--- config.mk ---
export PLATFORM = sky130hd
export DESIGN_NAME = microc_ctrl
export DESIGN_NICKNAME = d
export VERILOG_FILES = /design/src/rtl/microc_ctrl.sv
export SDC_FILE = /design/constraint.sdc
export NUM_CORES = 1
export LEC_CHECK = 0
export CORE_MARGIN = 5
export CORE_UTILIZATION = 26
export CTS_BUF_LIST = sky130_fd_sc_hd__clkbuf_16
export DETAILED_ROUTE_END_ITERATION = 10
export PLACE_DENSITY = 0.73
export SYNTH_ARGS = -nofsm -noshare
export SYNTH_HDL_FRONTEND = slang
export SYNTH_SLANG_ARGS = --single-unit
--- constraint.sdc ---
create_clock -name clk -period 1.18 [get_ports clk]
set_clock_uncertainty 0.05 [all_clocks]
set_input_delay 0.177 -clock clk [delete_from_list [all_inputs] [get_ports clk]]
set_output_delay 0.177 -clock clk [all_outputs]
set_load 0.005 [all_outputs]
--- src/rtl/microc_ctrl.sv ---
// Control unit for the single-cycle microcontroller: opcode decode, RUN/HALT/TRAP FSM and
// optional saturating performance counters (enabled by defining MICROC_CTRL_PERF_EN).
module microc_ctrl #(
  parameter int unsigned CNT_W = 16
) (
  input  logic             clk,
  input  logic             reset,
  input  logic [5:0]       Opcode,
  input  logic             z,
  output logic             s_inc,
  output logic             s_inm,
  output logic             we3,
  output logic             wez,
  output logic [2:0]       Op,
  output logic             halted,
  output logic             trap,
  output logic [CNT_W-1:0] ins_count,
  output logic [CNT_W-1:0] jmp_count
);

  localparam logic [1:0] ST_RUN  = 2'b00;
  localparam logic [1:0] ST_HALT = 2'b01;
  localparam logic [1:0] ST_TRAP = 2'b10;

  logic [1:0] r_state;
  logic       r_halted;
  logic       r_trap;

  logic w_run;
  logic w_nop, w_li, w_alu, w_j, w_jz, w_jnz, w_halt, w_legal;
  logic w_jmp_taken;

  assign w_run   = (r_state == ST_RUN);
  assign w_nop   = (Opcode == 6'b000000);
  assign w_li    = (Opcode[5:2] == 4'b0001);
  assign w_alu   = (Opcode[5:3] == 3'b001);
  assign w_j     = (Opcode == 6'b010000);
  assign w_jz    = (Opcode == 6'b010001);
  assign w_jnz   = (Opcode == 6'b010010);
  assign w_halt  = (Opcode == 6'b010011);
  assign w_legal = w_nop | w_li | w_alu | w_j | w_jz | w_jnz | w_halt;

  assign w_jmp_taken = w_run & (w_j | (w_jz & z) | (w_jnz & ~z));

  // Reset forces a harmless PC+1 with no writes; HALT/illegal/non-RUN gate writes and load the jump address.
  always_comb begin
    s_inc = 1'b1;
    s_inm = 1'b0;
    we3   = 1'b0;
    wez   = 1'b0;
    Op    = 3'b000;
    if (reset) begin
      if (!w_run || w_halt || !w_legal) begin
        s_inc = 1'b0;
      end else if (w_li) begin
        s_inm = 1'b1;
        we3   = 1'b1;
      end else if (w_alu) begin
        we3   = 1'b1;
        wez   = 1'b1;
        Op    = Opcode[2:0];
      end else if (w_j || w_jz || w_jnz) begin
        s_inc = ~w_jmp_taken;
      end
    end
  end

  always_ff @(posedge clk) begin
    if (!reset) begin
      r_state  <= ST_RUN;
      r_halted <= 1'b0;
      r_trap   <= 1'b0;
    end else if (w_run) begin
      if (w_halt) begin
        r_state  <= ST_HALT;
        r_halted <= 1'b1;
      end else if (!w_legal) begin
        r_state  <= ST_TRAP;
        r_trap   <= 1'b1;
      end
    end
  end

  assign halted = r_halted;
  assign trap   = r_trap;

`ifdef MICROC_CTRL_PERF_EN
  logic             w_retire;
  logic [CNT_W-1:0] r_ins_count;
  logic [CNT_W-1:0] r_jmp_count;

  assign w_retire = w_run & w_legal & ~w_halt;

  always_ff @(posedge clk) begin
    if (!reset) begin
      r_ins_count <= '0;
      r_jmp_count <= '0;
    end else begin
      if (w_retire && (r_ins_count != '1))
        r_ins_count <= r_ins_count + 1'b1;
      if (w_jmp_taken && (r_jmp_count != '1))
        r_jmp_count <= r_jmp_count + 1'b1;
    end
  end

  assign ins_count = r_ins_count;
  assign jmp_count = r_jmp_count;
`else
  assign ins_count = '0;
  assign jmp_count = '0;
`endif

endmodule

# --- Word level (Yosys, flattened, before mapping) ---
# Cells that the tools add are included.
# W data, S select, Z words.
classes:
  n_eq_ne: 7
  n_mux: 21
  bitwise_logic: 15
  n_reduce_logical: 11
op_table:
  columns: ["op", "count"]
  rows:
  - ["$eq A6 B5 Y1 const B", 4]
  - ["$mux W1", 15]
  - ["$mux W3", 4]
  - ["$or A1 B1 Y1", 8]
  - ["$logic_not A6 Y1", 1]
  - ["$eq A4 B1 Y1 const B", 1]
  - ["$logic_or A1 B1 Y1", 4]
  - ["$mux W2", 2]
  - ["$not A1 Y1", 4]
  - ["$reduce_and A2 Y1", 2]
  - ["$and A1 B1 Y1", 3]
  - ["$eq A3 B1 Y1 const B", 1]
  - ["$reduce_and A3 Y1", 1]
  - ["$logic_not A1 Y1", 2]
  - ["$logic_not A2 Y1", 1]
  - ["$ne A2 B2 Y1 const B", 1]
totals:
  register_bits: 4
  in_bits: 9
  out_inout_bits: 41
  wordCells: 57

# --- Longest topological paths before layout ---
# Gate-level depths: netlist of run 1.
logic_depth:
  ltp_word: 11
  ltp_mapped: 4

# --- Worst setup path after synthesis of run 1 ---
# OpenSTA, ideal clock, no wires.
synth_path:
  path_kind: "input-to-reg"
  from: "input port Opcode[5]"
  to: "register r_trap (netlist: trap)"
  t_arrival_ns: 0.975
  required_time_ns: 1.013
  path_slack_ns: 0.038
  path_stages: 4
  cell_sequence: "nor4b_2 > nand3_2 > and3_1 > a22o_1"
synth_via:
  elab_chain_len: 9
synth_lines:
  columns: ["item", "line_no", "text"]
  rows:
  - ["start, declared", "8", "input logic [5:0] Opcode,"]
  - ["$eq A4 B1 Y1 or $logic_not A6 Y1 (tied branches)", "35, 34", null]
  - ["$or A1 B1 Y1 (6 in series)", "41", "assign w_legal = w_nop | w_li | w_alu | w_j | w_jz | w_jnz | w_halt;"]
  - ["$not A1 Y1 (no source line)", null, null]
  - ["$reduce_and A3 Y1 (no source line) (*)", null, null]
  - ["end signal, assigned", "72", "r_trap <= 1'b0;"]
  - ["end signal, assigned", "79", "r_trap <= 1'b1;"]
  - ["end, declared", "27", "logic r_trap;"]
# Mark *: on every way between the ends. The rest lies on a longest branch, timed or not.
# A chain may end at the register's enable or synchronous reset.

# --- Worst setup path after layout of run 1 ---
layout_path:
  from: "register r_state[1]"
  to: "output port Op[0]"
layout_via:
  elab_chain_len: 6
layout_lines:
  columns: ["item", "line_no", "text"]
  rows:
  - ["start, declared", "25", "logic [1:0] r_state;"]
  - ["start signal, assigned", "70", "r_state <= ST_RUN;"]
  - ["start signal, assigned", "75", "r_state <= ST_HALT;"]
  - ["start signal, assigned", "78", "r_state <= ST_TRAP;"]
  - ["$logic_not A2 Y1", "33", "assign w_run = (r_state == ST_RUN);"]
  - ["$logic_not A1 Y1", "53", "if (!w_run || w_halt || !w_legal) begin"]
  - ["$logic_or A1 B1 Y1 (2 in series)", "53", null]
  - ["$mux W3", "53", null]
  - ["$mux W3", "52", "if (reset) begin"]
  - ["end, declared", "14", "output logic [2:0] Op,"]
# Every way passes these cells.

==> impl_metrics.csv, run 1 <==
group,metric,value,unit
status,status,"finished, violations left",
status,violations,"setup timing",
clock_network,path_clk_slew,30,ps
detailed_routing,drc,0,
timing,setup_ws,-258,ps
floorplanning,rows,16,
pwr,power.density,963,nW/um^2
detailed_routing,avgRoutedWirePerCell,13.4,microns
min_path,worstHoldStart,"halted",
cells_and_area,drive_gt1_frac,0.533,
global_routing,grt_util_all_layers,0.111,
min_path,hold_path_class,"flip-flop to flip-flop",
place,gp_congestion,0.859,
clock_network,cts_root_buffer,"clkbuf_16",
cells_and_area,fillCellCount,179,
place,io_buffers,17,
worst_setup_path,worstPathArrival,1210,ps
floorplanning,initial_core_util,0.268,
timing,fin_hold_ws,413,ps
pwr,ir_worst_vdd,0.000517,V
synth,avgSynthCellArea,7.69,sq um
detailed_routing,postRouteAntennaNets,0,
clock_network,clkLatencyLatePin,220,ps
clock_network,cts_tree,"done",
detailed_routing,viasPerCell,3.89,
floorplanning,core_area,1920,sq um
worst_setup_path,worstPathRequired,950,ps
detailed_routing,first_pass_iters,3,
global_routing,antenna_found_initial,0,
worst_setup_path,reg2reg_from,"r_state[1]",
timing,rsz0062_at_grt,"yes",
clock_network,holdBufCountCts,0,
synth,ys_ff_latch,4,
clock_network,cts_buffers,3,
cells_and_area,layout.cells.non_filler,132,
floorplanning,die_y,54.5,microns
timing,drv_slew,0,
job,drv_cap,0,
global_routing,grt_pass1_vias,476,
worst_setup_path,startpoint,"r_state[1]",
cells_and_area,stdcell_area,970,sq um
global_routing,grt_first_pass_wirelength,2300,microns
worst_setup_path,startpoint_type,"flip-flop",
timing,fmax,0.695,GHz
synth,syn_area,515,sq um
clock_network,cts.sink_count,4,
cells_and_area,syn_to_final_growth,88.1,%
detailed_routing,dr_total_vias,513,
clock_network,cts.path.max_buffers,2,
place,dp.cells,122,
pwr,p_leak,0.466,nW
cells_and_area,final_nets,116,
synth,ys_warn_count,0,
worst_setup_path,crit_fanout,3,
floorplanning,fp.dieW,54.5,microns
timing,hold_violations,0,
place,place_area,686,sq um
synth,synthesis.instances,67,
worst_setup_path,crit_type,"flip-flop to output pin",
timing,fin_crit_sh,1.22,
clock_network,cts_max_level,1,
place,dp_hpwl,1030,microns
global_routing,grt_max_degree,8,
cells_and_area,diodes,0,
detailed_routing,wirelength,1780,microns
global_routing,overflow,0,
timing,finalSetupTns,-1680,ps
timing,min_period,1440,ps
floorplanning,die_area,2970,sq um
worst_setup_path,end_kind,"output pin",
floorplanning,ios,50,
timing,final-setup-viol-count,8,
synth,yosysUniqueCellTypes,23,
detailed_routing,initialDrtViolationCount,2,
synth,yosysSeqAreaShare,0.155,
[worst max-delay path, cell delays in order (launching register included)]
cell     delay (ps)
dfxtp_2         330
nor2_4          130
nand2_2          80
nor2_4          110
buf_6           110
and2_1          110
buf_2           110
[where the power goes]
| part | internal [mW] | total, mW | switching [mW] | leakage [nW] |
|---|---|---|---|---|
| logic | 0.115 | 0.244 | 0.129 | 0.396 |
| registers | 0.146 | 0.154 | 0.00730 | 0.0334 |
| clock network | 0.434 | 0.537 | 0.103 | 0.0370 |
| total | 0.695 | 0.934 | 0.239 | 0.466 |
[synthesized netlist by cell type]
library cell,number,area share
o31ai_1,1,0.015
inv_1,2,0.015
nor3_1,1,0.0097
a21oi_1,1,0.0097
nor2_1,4,0.029
nor4b_2,1,0.029
nand3_2,1,0.019
o221ai_1,1,0.017
a22o_1,1,0.017
nand3_1,1,0.0097
o21ai_0,1,0.0097
mux2i_1,1,0.019
nor2b_1,1,0.012
conb_1,1,0.0073
and2_1,4,0.049
dfxtp_1,4,0.16
buf_4,32,0.47
nand2b_1,1,0.012
nand2_1,2,0.015
a32o_1,1,0.019
o21a_1,2,0.029
and3_1,1,0.012
nor4_1,2,0.024
[cell usage in the layout (no fill, tap or decap), drive strengths merged]
master	Yosys	layout
buf	32	30
clkbuf	0	4
a22o	1	1
nor3	1	1
nor4	2	2
dfxtp	4	4
dlygate4sd2	0	4
clkdlybuf4s15	0	1
nand3	2	2
nand2	2	2
a32o	1	1
inv	2	2
and3	1	1
o21ai	1	1
and2	4	4
nand2b	1	1
nor2b	1	1
a21oi	1	1
mux2i	1	1
nor2	4	4
o31ai	1	1
o21a	2	2
o221ai	1	1
nor4b	1	1
conb	1	32
[registers in the layout, indices dropped and copies added, names as in the netlist]
signal / count
trap: 1
r_state: 2
halted: 1
[stage by stage]
stage / setup WS [ps] / total power [mW] / utilization
after floorplan: 38.0 / 0.291 / -
after global placement: -919 / 0.307 / 0.357
after detailed placement: -973 / 0.310 / 0.357
after CTS: -245 / 0.893 / 0.473
after global routing: -323 / 0.971 / 0.505
final: -258 / 0.934 / 0.505
[cell type report]
class	instances	area, sq um	share of cell area
multi-input cells	60	448	0.462
well taps	27	33.8	0.0348
repair buffers	36	320	0.330
flip-flops and latches	4	82.6	0.0852
inverters	2	10.0	0.0103
clock buffers	3	75.1	0.0774
[logic make-up (layout without fill, tap and decap cells)]
| family | Yosys count | count (layout) | synth area share |
|---|---|---|---|
| flip-flops | 4 | 4 | 0.155 |
| other | 1 | 32 | 0.00727 |
| AND/OR/NAND/NOR | 19 | 19 | 0.221 |
| multiplexers | 1 | 1 | 0.0194 |
| AO/OA/AOI/OAI | 8 | 8 | 0.116 |
| buffers and inverters | 34 | 41 | 0.481 |
[routing by layer]
layer	GRT usage	vias up	share of wire
li1	-	237	-
met3	0.0191	4	0.073
met5	0	-	0
met1	0.106	246	0.32
met4	0.0664	0	0.028
met2	0.217	26	0.57
[worst paths after layout]
| path | endpoint | slack, ps | cells past startpoint |
|---|---|---|---|
| max | Op[0] | -260 | 6 |
| min | halted | 410 | 1 |
| max reg2reg | trap | 170 | 4 |
| min reg2reg | halted | 410 | 1 |
[timing repair]
item,4_1_cts,5_1_grt
endpoints found under the setup margin,13,11
setup buffers,7,1
pin swaps,14,10
resized for setup,86,19
Power figures use the tool's default switching activity.
==> inputs of run 2 (changes only) <==
- CTS_CLUSTER_DIAMETER: default -> 50
==> results of run 2 <==
The final DEF is identical to that of run 1; final timing and power are the same.
==> inputs of run 3 (changes only) <==
- HOLD_SLACK_MARGIN: default -> 0.02
==> results of run 3 <==
The final DEF is identical to that of run 1; final timing and power are the same.
